==> config.mk <==
export PLATFORM = sky130hd
export DESIGN_NAME = control_unit_pipe
export DESIGN_NICKNAME = d
export VERILOG_FILES = /design/src/rtl/ctl_pkg.sv /design/src/rtl/cond_eval.sv /design/src/rtl/control_unit_pipe.sv
export SDC_FILE = /design/constraint.sdc
export NUM_CORES = 1
export LEC_CHECK = 0
export CORE_UTILIZATION = 45
export CTS_BUF_LIST = sky130_fd_sc_hd__clkbuf_8 sky130_fd_sc_hd__clkbuf_16
export CTS_CLUSTER_SIZE = 20
export DETAILED_ROUTE_END_ITERATION = 10
export DONT_BUFFER_PORTS = 1
export PLACE_DENSITY = 0.65
export SETUP_SLACK_MARGIN = 0.15
export SLEW_MARGIN = 20
export SYNTH_ARGS = -nofsm -noshare
export SYNTH_HDL_FRONTEND = slang
export SYNTH_SLANG_ARGS = --single-unit
==> constraint.sdc <==
create_clock -name clk -period 2.6 [get_ports clk]
set_clock_uncertainty 0.1 [all_clocks]
set_input_delay 0.52 -clock clk [delete_from_list [all_inputs] [get_ports clk]]
set_output_delay 0.52 -clock clk [all_outputs]
set_load 0.02 [all_outputs]
==> src/rtl/ctl_pkg.sv <==
// Shared types and encodings for the ID-stage control pipe.
// Latency: n/a (types and constants only).
// Backpressure: n/a.
package ctl_pkg;

  // One pipe entry: every EX-side control plus liveness and the undefined-class marker.
  typedef struct packed {
    logic       valid;
    logic       undef;
    logic       shift_imm;
    logic [3:0] alu_op;
    logic [1:0] mem_size;
    logic       mem_enable;
    logic       mem_rw;
    logic       load_inst;
    logic       s_bit;
    logic       rf_enable;
    logic       b_instr;
    logic       b_l;
    logic [3:0] rd;
  } ctl_t;

  localparam ctl_t CTL_BUBBLE = '0;

  localparam logic [3:0] ALU_ADD   = 4'b0100;
  localparam logic [3:0] ALU_SUB   = 4'b0010;
  localparam logic [1:0] SIZE_BYTE = 2'b00;
  localparam logic [1:0] SIZE_WORD = 2'b10;
  localparam logic [3:0] RD_LINK   = 4'd14;

  // Instruction class, I[27:25].
  typedef enum logic [2:0] {
    CLS_DP_REG = 3'b000,
    CLS_DP_IMM = 3'b001,
    CLS_LS_IMM = 3'b010,
    CLS_LS_REG = 3'b011,
    CLS_UND_4  = 3'b100,
    CLS_BRANCH = 3'b101,
    CLS_UND_6  = 3'b110,
    CLS_UND_7  = 3'b111
  } class_e;

  // Condition field, I[31:28].
  typedef enum logic [3:0] {
    COND_EQ = 4'h0, COND_NE = 4'h1, COND_CS = 4'h2, COND_CC = 4'h3,
    COND_MI = 4'h4, COND_PL = 4'h5, COND_VS = 4'h6, COND_VC = 4'h7,
    COND_HI = 4'h8, COND_LS = 4'h9, COND_GE = 4'hA, COND_LT = 4'hB,
    COND_GT = 4'hC, COND_LE = 4'hD, COND_AL = 4'hE, COND_NV = 4'hF
  } cond_e;

  // TST/TEQ/CMP/CMN (opcodes 10xx) only set flags and never write a register.
  function automatic logic is_test_op(input logic [3:0] op);
    return op[3:2] == 2'b10;
  endfunction

endpackage

==> src/rtl/cond_eval.sv <==
// ARM condition-code evaluator: cond field against {N,Z,C,V}.
// Latency: purely combinational.
// Backpressure: none.
module cond_eval
  import ctl_pkg::*;
(
  input  logic [3:0] cond,
  input  logic [3:0] flags,
  output logic       pass
);

  logic n, z, c, v;
  assign {n, z, c, v} = flags;

  // Truth table; NV lands in the default and never passes.
  always_comb begin
    pass = 1'b0;
    case (cond_e'(cond))
      COND_EQ: pass = z;
      COND_NE: pass = ~z;
      COND_CS: pass = c;
      COND_CC: pass = ~c;
      COND_MI: pass = n;
      COND_PL: pass = ~n;
      COND_VS: pass = v;
      COND_VC: pass = ~v;
      COND_HI: pass = c & ~z;
      COND_LS: pass = ~c | z;
      COND_GE: pass = (n == v);
      COND_LT: pass = (n != v);
      COND_GT: pass = ~z & (n == v);
      COND_LE: pass = z | (n != v);
      COND_AL: pass = 1'b1;
      default: pass = 1'b0;
    endcase
  end

endmodule

==> src/rtl/control_unit_pipe.sv <==
// ID-stage control decode with condition cancel, pushed through a STAGES-deep register pipe.
// Latency: instr sampled at edge n is visible on the outputs after edge n+STAGES-1.
// Backpressure: stall holds every stage; flush bubbles every stage and wins over stall.
module control_unit_pipe
  import ctl_pkg::*;
#(
  parameter int STAGES  = 1,
  parameter int COND_EN = 1,
  parameter int CNT_W   = 16
) (
  input  logic             clk,
  input  logic             reset,
  input  logic [31:0]      instr,
  input  logic             instr_valid,
  input  logic             stall,
  input  logic             flush,
  input  logic [3:0]       flags,
  output logic             ctl_valid,
  output logic             shift_imm,
  output logic [3:0]       alu_op,
  output logic [1:0]       mem_size,
  output logic             mem_enable,
  output logic             mem_rw,
  output logic             load_inst,
  output logic             s_bit,
  output logic             rf_enable,
  output logic             b_instr,
  output logic             b_l,
  output logic [3:0]       rd,
  output logic             undef,
  output logic [CNT_W-1:0] cancel_cnt
);

  ctl_t             dec;
  ctl_t             stage_in;
  ctl_t             stage_d [STAGES];
  ctl_t             stage_q [STAGES];
  logic             cond_pass;
  logic             cond_ok;
  logic             cancel_evt;
  logic             load_en;
  logic [CNT_W-1:0] cnt_d, cnt_q;

  cond_eval u_cond (
    .cond  (instr[31:28]),
    .flags (flags),
    .pass  (cond_pass)
  );

  // Decode the raw instruction into a control entry (bubble when nothing real is present).
  always_comb begin
    dec = CTL_BUBBLE;
    if (instr_valid && (instr != 32'd0)) begin
      dec.valid = 1'b1;
      case (class_e'(instr[27:25]))
        CLS_DP_REG, CLS_DP_IMM: begin
          dec.alu_op    = instr[24:21];
          dec.shift_imm = 1'b1;
          dec.rd        = instr[15:12];
          dec.s_bit     = instr[20] | is_test_op(instr[24:21]);
          dec.rf_enable = ~is_test_op(instr[24:21]);
        end
        CLS_LS_IMM, CLS_LS_REG: begin
          dec.mem_enable = 1'b1;
          dec.shift_imm  = 1'b1;
          dec.alu_op     = instr[23] ? ALU_ADD : ALU_SUB;
          dec.mem_size   = instr[22] ? SIZE_BYTE : SIZE_WORD;
          dec.load_inst  = instr[20];
          dec.mem_rw     = ~instr[20];
          dec.rf_enable  = instr[20];
          dec.rd         = instr[15:12];
        end
        CLS_BRANCH: begin
          dec.b_instr   = 1'b1;
          dec.b_l       = instr[24];
          dec.rf_enable = instr[24];
          dec.rd        = RD_LINK;
        end
        default: dec.undef = 1'b1;
      endcase
    end
  end

  assign cond_ok    = (COND_EN == 0) || cond_pass;
  assign cancel_evt = dec.valid && !cond_ok;
  assign stage_in   = cancel_evt ? CTL_BUBBLE : dec;
  assign load_en    = !stall && !flush;

  // Saturating count of condition-cancelled instructions that actually entered stage 0.
  always_comb begin
    cnt_d = cnt_q;
    if (load_en && cancel_evt && (cnt_q != {CNT_W{1'b1}})) begin
      cnt_d = cnt_q + CNT_W'(1);
    end
  end

  // Cancel counter register.
  always_ff @(posedge clk) begin
    if (reset) begin
      cnt_q <= '0;
    end else begin
      cnt_q <= cnt_d;
    end
  end

  for (genvar k = 0; k < STAGES; k++) begin : g_stage
    // Each stage takes the decoded entry (head) or its upstream neighbour.
    if (k == 0) begin : g_head
      assign stage_d[k] = stage_in;
    end else begin : g_link
      assign stage_d[k] = stage_q[k-1];
    end

    // Stage register: reset, then flush, then stall-hold, else advance.
    always_ff @(posedge clk) begin
      if (reset) begin
        stage_q[k] <= CTL_BUBBLE;
      end else if (flush) begin
        stage_q[k] <= CTL_BUBBLE;
      end else if (!stall) begin
        stage_q[k] <= stage_d[k];
      end
    end
  end

  assign ctl_valid  = stage_q[STAGES-1].valid;
  assign undef      = stage_q[STAGES-1].undef;
  assign shift_imm  = stage_q[STAGES-1].shift_imm;
  assign alu_op     = stage_q[STAGES-1].alu_op;
  assign mem_size   = stage_q[STAGES-1].mem_size;
  assign mem_enable = stage_q[STAGES-1].mem_enable;
  assign mem_rw     = stage_q[STAGES-1].mem_rw;
  assign load_inst  = stage_q[STAGES-1].load_inst;
  assign s_bit      = stage_q[STAGES-1].s_bit;
  assign rf_enable  = stage_q[STAGES-1].rf_enable;
  assign b_instr    = stage_q[STAGES-1].b_instr;
  assign b_l        = stage_q[STAGES-1].b_l;
  assign rd         = stage_q[STAGES-1].rd;
  assign cancel_cnt = cnt_q;

endmodule

==> flow_summary.json, run 1 <==
{
  "rrSetupSlack_ps": 330,
  "htree_num_levels": 2,
  "synthCells": 206,
  "final_common_cell": "edfxtp_1",
  "synth_compound_area_share_pct": 8.51,
  "place_area_mm2": 0.00209,
  "port_buffers": 0,
  "hold_class": "in2reg",
  "routed_wl_um": 4630,
  "grt_max_degree": 29,
  "period_minus_slack_ps": 2310,
  "grt_setup_unrepaired": "false",
  "fp.dieW_um": 68.9,
  "critPathMaxFanout": 14,
  "crit_start": "flags[1]",
  "grt_pass1_wl_um": 7050,
  "whs_path_depth": 1,
  "reg2reg_to": "cancel_cnt[6]",
  "boundaryPins": 77,
  "via_per_inst": 6.27,
  "cp.required_ps": 2670,
  "drt_iter0_drc": 89,
  "cts_sinks": 35,
  "numCtsBuffers": 5,
  "reg2reg_from": "cancel_cnt[4]",
  "async_flop_share_pct": 0,
  "grt_antenna_before_repair": 0,
  "ys_seq_area_share_pct": 44.2,
  "ir_drop_v": 0.000314,
  "intPower_w": 0.000814,
  "die-area_mm2": 0.00475,
  "vias": 1630,
  "fp-row-count": 23,
  "design_area_mm2": 0.00218,
  "grt_overflow": 0,
  "crit_type": "in2reg",
  "diodes": 0,
  "synth.distinct_cells": 53,
  "rr_worst_depth": 6,
  "avgSynthCellArea_um2": 9.78,
  "total_power_w": 0.00108,
  "synthAdderAreaFrac_pct": 0.621,
  "cp-start-kind": "input pin",
  "fmax_mhz": 432,
  "switching_power_w": 0.000266,
  "cts_tree": "yes",
  "grt_pass1_vias": 1604,
  "swShare_pct": 24.6,
  "core-area_mm2": 0.00414,
  "finalSetupViolCount": 0,
  "nets": 251,
  "dpl.hpwl_um": 3590,
  "end_kind": "flip-flop",
  "sequentialPowerShare_pct": 57.5,
  "p_comb_share_pct": 7.0,
  "synth-xor-area-share_pct": 1.30,
  "avgRoutedWirePerCell_um": 17.8,
  "gr-usage-all-layers_pct": 20.2,
  "start_util_pct": 48.6,
  "mostFrequentLayoutCells": "edfxtp_1, nor2_1, dfxtp_1",
  "firstDrtPassIters": 4,
  "synth-simple-area-share_pct": 34.6,
  "power_density_mw_per_mm2": 494,
  "hold_viol": 0,
  "syn_area_mm2": 0.00201,
  "drc": 0,
  "clk_pin_slew_ps": 70,
  "yosys_warnings": 0,
  "gp_congestion": 0.819,
  "min_from": "reset",
  "timing.final.crit_share_pct": 89.0,
  "clockBufferDepth": 2,
  "worstPathArrival_ps": 2390,
  "cp-endpoint": "cancel_cnt[6]",
  "root_buffer": "clkbuf_8",
  "area_delta_synth_final_pct": 8.45,
  "die_y_um": 68.9,
  "synth_top_family_by_area": "simple AND/OR/NAND/NOR gates",
  "status": "complete, no violations",
  "slew_violations": 0,
  "drv_cap": 0,
  "p_leak_nw": 0.788,
  "synth-edff-count": 19,
  "muxShareOfSynthArea_pct": 6.52,
  "post_cts_buffers": 0,
  "synth.ff_latch_count": 35,
  "synth-main-ff-cell": "edfxtp_1",
  "synth_nets": 248,
  "p_clk_share_pct": 35.6,
  "clk-insertion-delay-late_ps": 280,
  "ant_nets": 0,
  "layout-drive-gt1-share_pct": 15.2
}
## sequential cells by signal (all words and copies together) (netlist names)
signal,flops
stage_q,19
cancel_cnt,16
## power groups by stage
| stage | logic [W] | registers [W] | clock network, W |
|---|---|---|---|
| after floorplan | 0.0000841 | 0.000631 | 0 |
| after global placement | 0.0000720 | 0.000633 | 0 |
| after detailed placement | 0.0000749 | 0.000634 | 0 |
| after CTS | 0.0000751 | 0.000621 | 0.000395 |
| after global routing | 0.0000833 | 0.000623 | 0.000417 |
| final | 0.0000752 | 0.000621 | 0.000384 |
## worst min path at each step
stage / to / slack (ps)
floorplan: cancel_cnt[8] / 450
global placement: cancel_cnt[8] / 470
detailed placement: cancel_cnt[8] / 480
CTS: cancel_cnt[2] / 200
global route: cancel_cnt[8] / 190
finish: cancel_cnt[2] / 210
## layout make-up
type	count	area, µm²
clock inverters	3	20.0
inverters	6	22.5
multi-input cells	154	1070
fillers	389	1960
repair buffers	7	52.6
clock buffers	5	68.8
flip-flops and latches	35	891
well taps	50	62.6
## metrics by stage
step | TNS [ps] | setup WS (ps) | std cells | hold WS (ps) | util [%]
finish | 0 | 287 | 260 | 208 | 52.7
global route | 0 | 212 | 260 | 192 | 52.7
CTS | 0 | 257 | 260 | 196 | 52.6
detailed placement | -3.68 | -3.68 | 252 | 482 | 50.4
global placement | 0 | 90.0 | 252 | 470 | 50.4
floorplan | 0 | 73.6 | 206 | 453 | -
## cells in the mapped netlist (3+ instances only)
| cell | count | area, µm² |
|---|---|---|
| a21oi_1 | 10 | 50.1 |
| and3_1 | 5 | 31.3 |
| and4_1 | 7 | 61.3 |
| clkbuf_1 | 6 | 22.5 |
| dfxtp_1 | 16 | 320 |
| edfxtp_1 | 19 | 571 |
| inv_1 | 5 | 18.8 |
| mux2_1 | 5 | 56.3 |
| mux2_2 | 4 | 45.0 |
| mux2i_1 | 3 | 30.0 |
| nand2_1 | 13 | 48.8 |
| nand2b_1 | 3 | 18.8 |
| nand3_1 | 7 | 35.0 |
| nand4_1 | 4 | 25.0 |
| nor2_1 | 17 | 63.8 |
| nor2b_1 | 12 | 75.1 |
| nor3_1 | 5 | 25.0 |
| nor3b_1 | 5 | 37.5 |
| nor4_1 | 14 | 87.6 |
## per-layer routing
layer | vias up | track usage (%) | wire length, µm
li1 | 783 | - | -
met1 | 783 | 21.5 | 1810
met2 | 60 | 37.0 | 2410
met3 | 4 | 5.92 | 353
met4 | 0 | 7.91 | 53
met5 | - | 0 | 0
## what timing repair did
action | in CTS | in global routing
resized for setup | 0 | 1
endpoints found under the setup margin | 0 | 1
hold buffers | 0 | 0
## worst max-delay path: stages
cell,delay [ps]
xor2_1,140
a21oi_1,180
o32ai_2,130
or4_4,650
nor4b_1,390
mux2_2,370
## logic make-up after synthesis
kind of cell | count (synthesis)
AND/OR/NAND/NOR | 112
flip-flops | 35
AO/OA/AOI/OAI | 25
buffers and inverters | 17
multiplexers | 12
XOR/XNOR | 3
adder cells (fa/ha/maj) | 1
other | 1
Note: power is estimated with default switching activity, not from simulation.
==> run 2: changes to the inputs <==
Settings changed: REMOVE_ABC_BUFFERS set to 1.
==> flow_summary.json, run 2 (same netlist as run 1, synthesis figures left out) <==
{
  "max_flop_register": "stage_q",
  "p_leak_nw": 0.795,
  "layout-drive-gt1-share_pct": 13.7,
  "power_density_mw_per_mm2": 509,
  "crit_type": "in2reg",
  "period_minus_slack_ps": 2370,
  "fin_tns_setup_ps": 0,
  "setup_ws_ps": 232,
  "finalSetupViolCount": 0,
  "sequentialPowerShare_pct": 56.1,
  "design_area_mm2": 0.00217,
  "ant_nets": 0,
  "die_y_um": 68.9,
  "grt_antenna_before_repair": 0,
  "grt_max_degree": 29,
  "total_power_w": 0.00111,
  "cp.required_ps": 2680,
  "switching_power_w": 0.000267,
  "drc": 0,
  "whs_ps": 188,
  "firstDrtPassIters": 4,
  "post_cts_buffers": 0,
  "root_buffer": "clkbuf_8",
  "routed_wl_um": 4510,
  "vias": 1597,
  "grt_pass1_vias": 1456,
  "clk-insertion-delay-late_ps": 290,
  "cp-start-kind": "input pin",
  "mostFrequentLayoutCells": "edfxtp_1, nor2_1, dfxtp_1",
  "fillers": 387,
  "largest_reg_flops": 19,
  "worstPathArrival_ps": 2450,
  "dpl.hpwl_um": 3450,
  "rr_worst_depth": 7,
  "intPower_w": 0.000840,
  "status": "complete, no violations",
  "grt_setup_unrepaired": "false",
  "gp_congestion": 0.804,
  "gr-usage-all-layers_pct": 19.6,
  "port_buffers": 0,
  "p_comb_share_pct": 6.7,
  "cts_hold_buf": 0,
  "fmax_mhz": 422,
  "multi_input_area_mm2": 0.00104,
  "start_util_pct": 48.6,
  "htree_num_levels": 2,
  "seqCellArea_um2": 892,
  "avgRoutedWirePerCell_um": 17.3,
  "end_kind": "flip-flop",
  "drt_iter0_drc": 87,
  "timing.final.crit_share_pct": 91.1,
  "ir_drop_v": 0.000272,
  "area_delta_synth_final_pct": 7.89,
  "cts_tree": "yes",
  "swShare_pct": 24.1,
  "hold_viol": 0,
  "p_clk_share_pct": 37.2,
  "fp.dieW_um": 68.9,
  "drv_cap": 0,
  "grt_pass1_wl_um": 6650,
  "clockBufferDepth": 2,
  "numCtsBuffers": 5,
  "diodes": 0,
  "fp-row-count": 23,
  "clk_pin_slew_ps": 80,
  "die-area_mm2": 0.00475,
  "nets": 252,
  "critPathMaxFanout": 14,
  "hold_class": "in2reg",
  "place_area_mm2": 0.00208,
  "via_per_inst": 6.12,
  "slew_violations": 0,
  "place_worst_setup_slack_ps": -88.5,
  "grt_overflow": 0,
  "cts_sinks": 35,
  "final_common_cell": "edfxtp_1",
  "whs_path_depth": 1,
  "boundaryPins": 77,
  "core-area_mm2": 0.00414
}
## run 2: power groups by stage
stage	logic, W	registers (W)	clock network, W
2_1_floorplan	0.0000592	0.000631	0
3_3_place_gp	0.0000719	0.000633	0
3_5_place_dp	0.0000742	0.000634	0
4_1_cts	0.0000746	0.000621	0.000416
5_1_grt	0.0000823	0.000623	0.000437
6_report	0.0000741	0.000621	0.000412
## run 2: per-layer routing
metal	GRT usage [%]	up-vias	wire length [µm]
met1	21.2	749	1830
met4	7.40	0	29
met5	0	-	0
met2	34.8	66	2290
met3	6.74	2	366
li1	-	780	-
## run 2: what timing repair did
item                                    4_1_cts  5_1_grt
resized for setup                             0        1
endpoints found under the setup margin        0        1
endpoints found under the hold margin         0        0
## run 2: path summary, 6_finish.rpt
kind	start	slack [ps]	to
worst max-delay path	flags[0]	230	cancel_cnt[6]
worst min-delay path	reset	190	cancel_cnt[13]
worst max register to register	cancel_cnt[5]	270	cancel_cnt[15]
worst min register to register	cancel_cnt[8]	510	cancel_cnt[8]
## run 2: cell type report
cell class	instances	area share [%]
well taps	50	2.88
multi-input cells	154	48.0
repair buffers	8	2.76
flip-flops and latches	35	41.0
clock inverters	2	0.518
clock buffers	6	3.80
inverters	6	1.04
## run 2: through the flow
stage / std cells / util [%]
floorplan: 195 / -
global placement: 253 / 50.2
detailed placement: 253 / 50.2
CTS: 261 / 52.4
global route: 261 / 52.4
finish: 261 / 52.4
## run 2: critical path, stage by stage
cell and delay, ps:
nor4bb_1 130, o311ai_2 280, nand3_2 110, or4_4 670, nor4b_1 350, mux2_2 380
==> run 3: changes to the inputs <==
Settings changed: PLACE_DENSITY 0.65 to 0.72.
==> flow_summary.json, run 3 (same netlist as run 1, synthesis figures left out) <==
{
  "ir_drop_v": 0.000260,
  "hold_class": "in2reg",
  "nets": 252,
  "boundaryPins": 77,
  "p_leak_nw": 0.802,
  "area_delta_synth_final_pct": 8.01,
  "ant_nets": 0,
  "fin_util_pct": 52.5,
  "firstDrtPassIters": 4,
  "max_flop_register": "stage_q",
  "core-area_mm2": 0.00414,
  "diodes": 0,
  "worstPathArrival_ps": 2410,
  "via_per_inst": 6.11,
  "grt_pass1_wl_um": 6870,
  "numCtsBuffers": 5,
  "end_kind": "flip-flop",
  "drt_iter0_drc": 90,
  "dpl.hpwl_um": 3310,
  "total_power_w": 0.00109,
  "critPathSlowestCell": "or4_4",
  "critPathMaxFanout": 14,
  "die-area_mm2": 0.00475,
  "vias": 1594,
  "clockBufferDepth": 2,
  "power_density_mw_per_mm2": 503,
  "htree_num_levels": 2,
  "fin_tns_setup_ps": 0,
  "crit_chain": "nor4bb_1 -> o311ai_2 -> nand3_2 -> or4_4 -> nor4_1 -> mux2_1",
  "drv_cap": 0,
  "grt_max_degree": 29,
  "final_common_cell": "edfxtp_1",
  "start_util_pct": 48.6,
  "finalSetupViolCount": 0,
  "avgRoutedWirePerCell_um": 16.7,
  "routed_wl_um": 4370,
  "grt_pass1_vias": 1523,
  "design_area_mm2": 0.00218,
  "whs_ps": 200,
  "slew_violations": 0,
  "cp.required_ps": 2670,
  "status": "complete, no violations",
  "die_y_um": 68.9,
  "crit_type": "in2reg",
  "cts_sinks": 35,
  "crit_path_max_incr_delay_ps": 670,
  "layout-drive-gt1-share_pct": 13.7,
  "root_buffer": "clkbuf_8",
  "cp-start-kind": "input pin",
  "place_area_mm2": 0.00208,
  "grt_antenna_before_repair": 0,
  "mostFrequentLayoutCells": "edfxtp_1, nor2_1, dfxtp_1",
  "drc": 0,
  "clk_pin_slew_ps": 70,
  "fp.dieW_um": 68.9,
  "grt_overflow": 0,
  "gr-usage-all-layers_pct": 19.9,
  "cts_tree": "yes",
  "largest_reg_flops": 19,
  "port_buffers": 0,
  "gp_congestion": 0.797,
  "period_minus_slack_ps": 2330,
  "clk-insertion-delay-late_ps": 280,
  "timing.final.crit_share_pct": 89.7,
  "fmax_mhz": 429,
  "hold_viol": 0,
  "fp-row-count": 23,
  "grt_setup_unrepaired": "false"
}
==> run 3: what timing repair did <==
action,CTS,global route
setup endpoints to repair,0,1
hold buffers,0,0
gates resized for setup,0,1
setup buffers,0,0
hold endpoints to repair,0,0
==> run 3: critical path: cells and delay by family <==
kind / cells / cell delay, ps
multiplexers: 1 / 350
AND/OR/NAND/NOR: 4 / 1260
AO/OA/AOI/OAI: 1 / 270
==> run 3: worst paths after layout <==
path,start,to,slack [ps],depth (start not counted)
max,flags[0],cancel_cnt[7],270,6
min,reset,cancel_cnt[12],200,1
max reg2reg,cancel_cnt[4],cancel_cnt[15],310,6
min reg2reg,cancel_cnt[8],cancel_cnt[8],490,2
==> run 3: cell type report <==
cell class              count  area [µm²]
repair buffers              8        60.1
inverters                   6        22.5
clock inverters             2        8.76
clock buffers               6        82.6
multi-input cells         154        1050
fillers                   404        1970
well taps                  50        62.6
flip-flops and latches     35         891
==> run 3: layer usage <==
layer | up-vias | global-route usage (%) | part of all wire, %
li1 | 786 | - | -
met1 | 729 | 20.4 | 37
met2 | 66 | 34.7 | 51
met3 | 13 | 7.73 | 9.0
met4 | 0 | 10.5 | 3.2
met5 | - | 0 | 0
==> run 3: power by group <==
part	switching (W)	internal, W
sequential	0.0000252	0.000596
combinational	0.0000415	0.0000329
clock	0.000189	0.000210
==> run 3: metrics by stage <==
step / cells / setup slack [ps]
3_3_place_gp: 253 / -11.8
6_report: 261 / 267
3_5_place_dp: 253 / -48.6
4_1_cts: 261 / 262
5_1_grt: 261 / 160
2_1_floorplan: 195 / 42.9
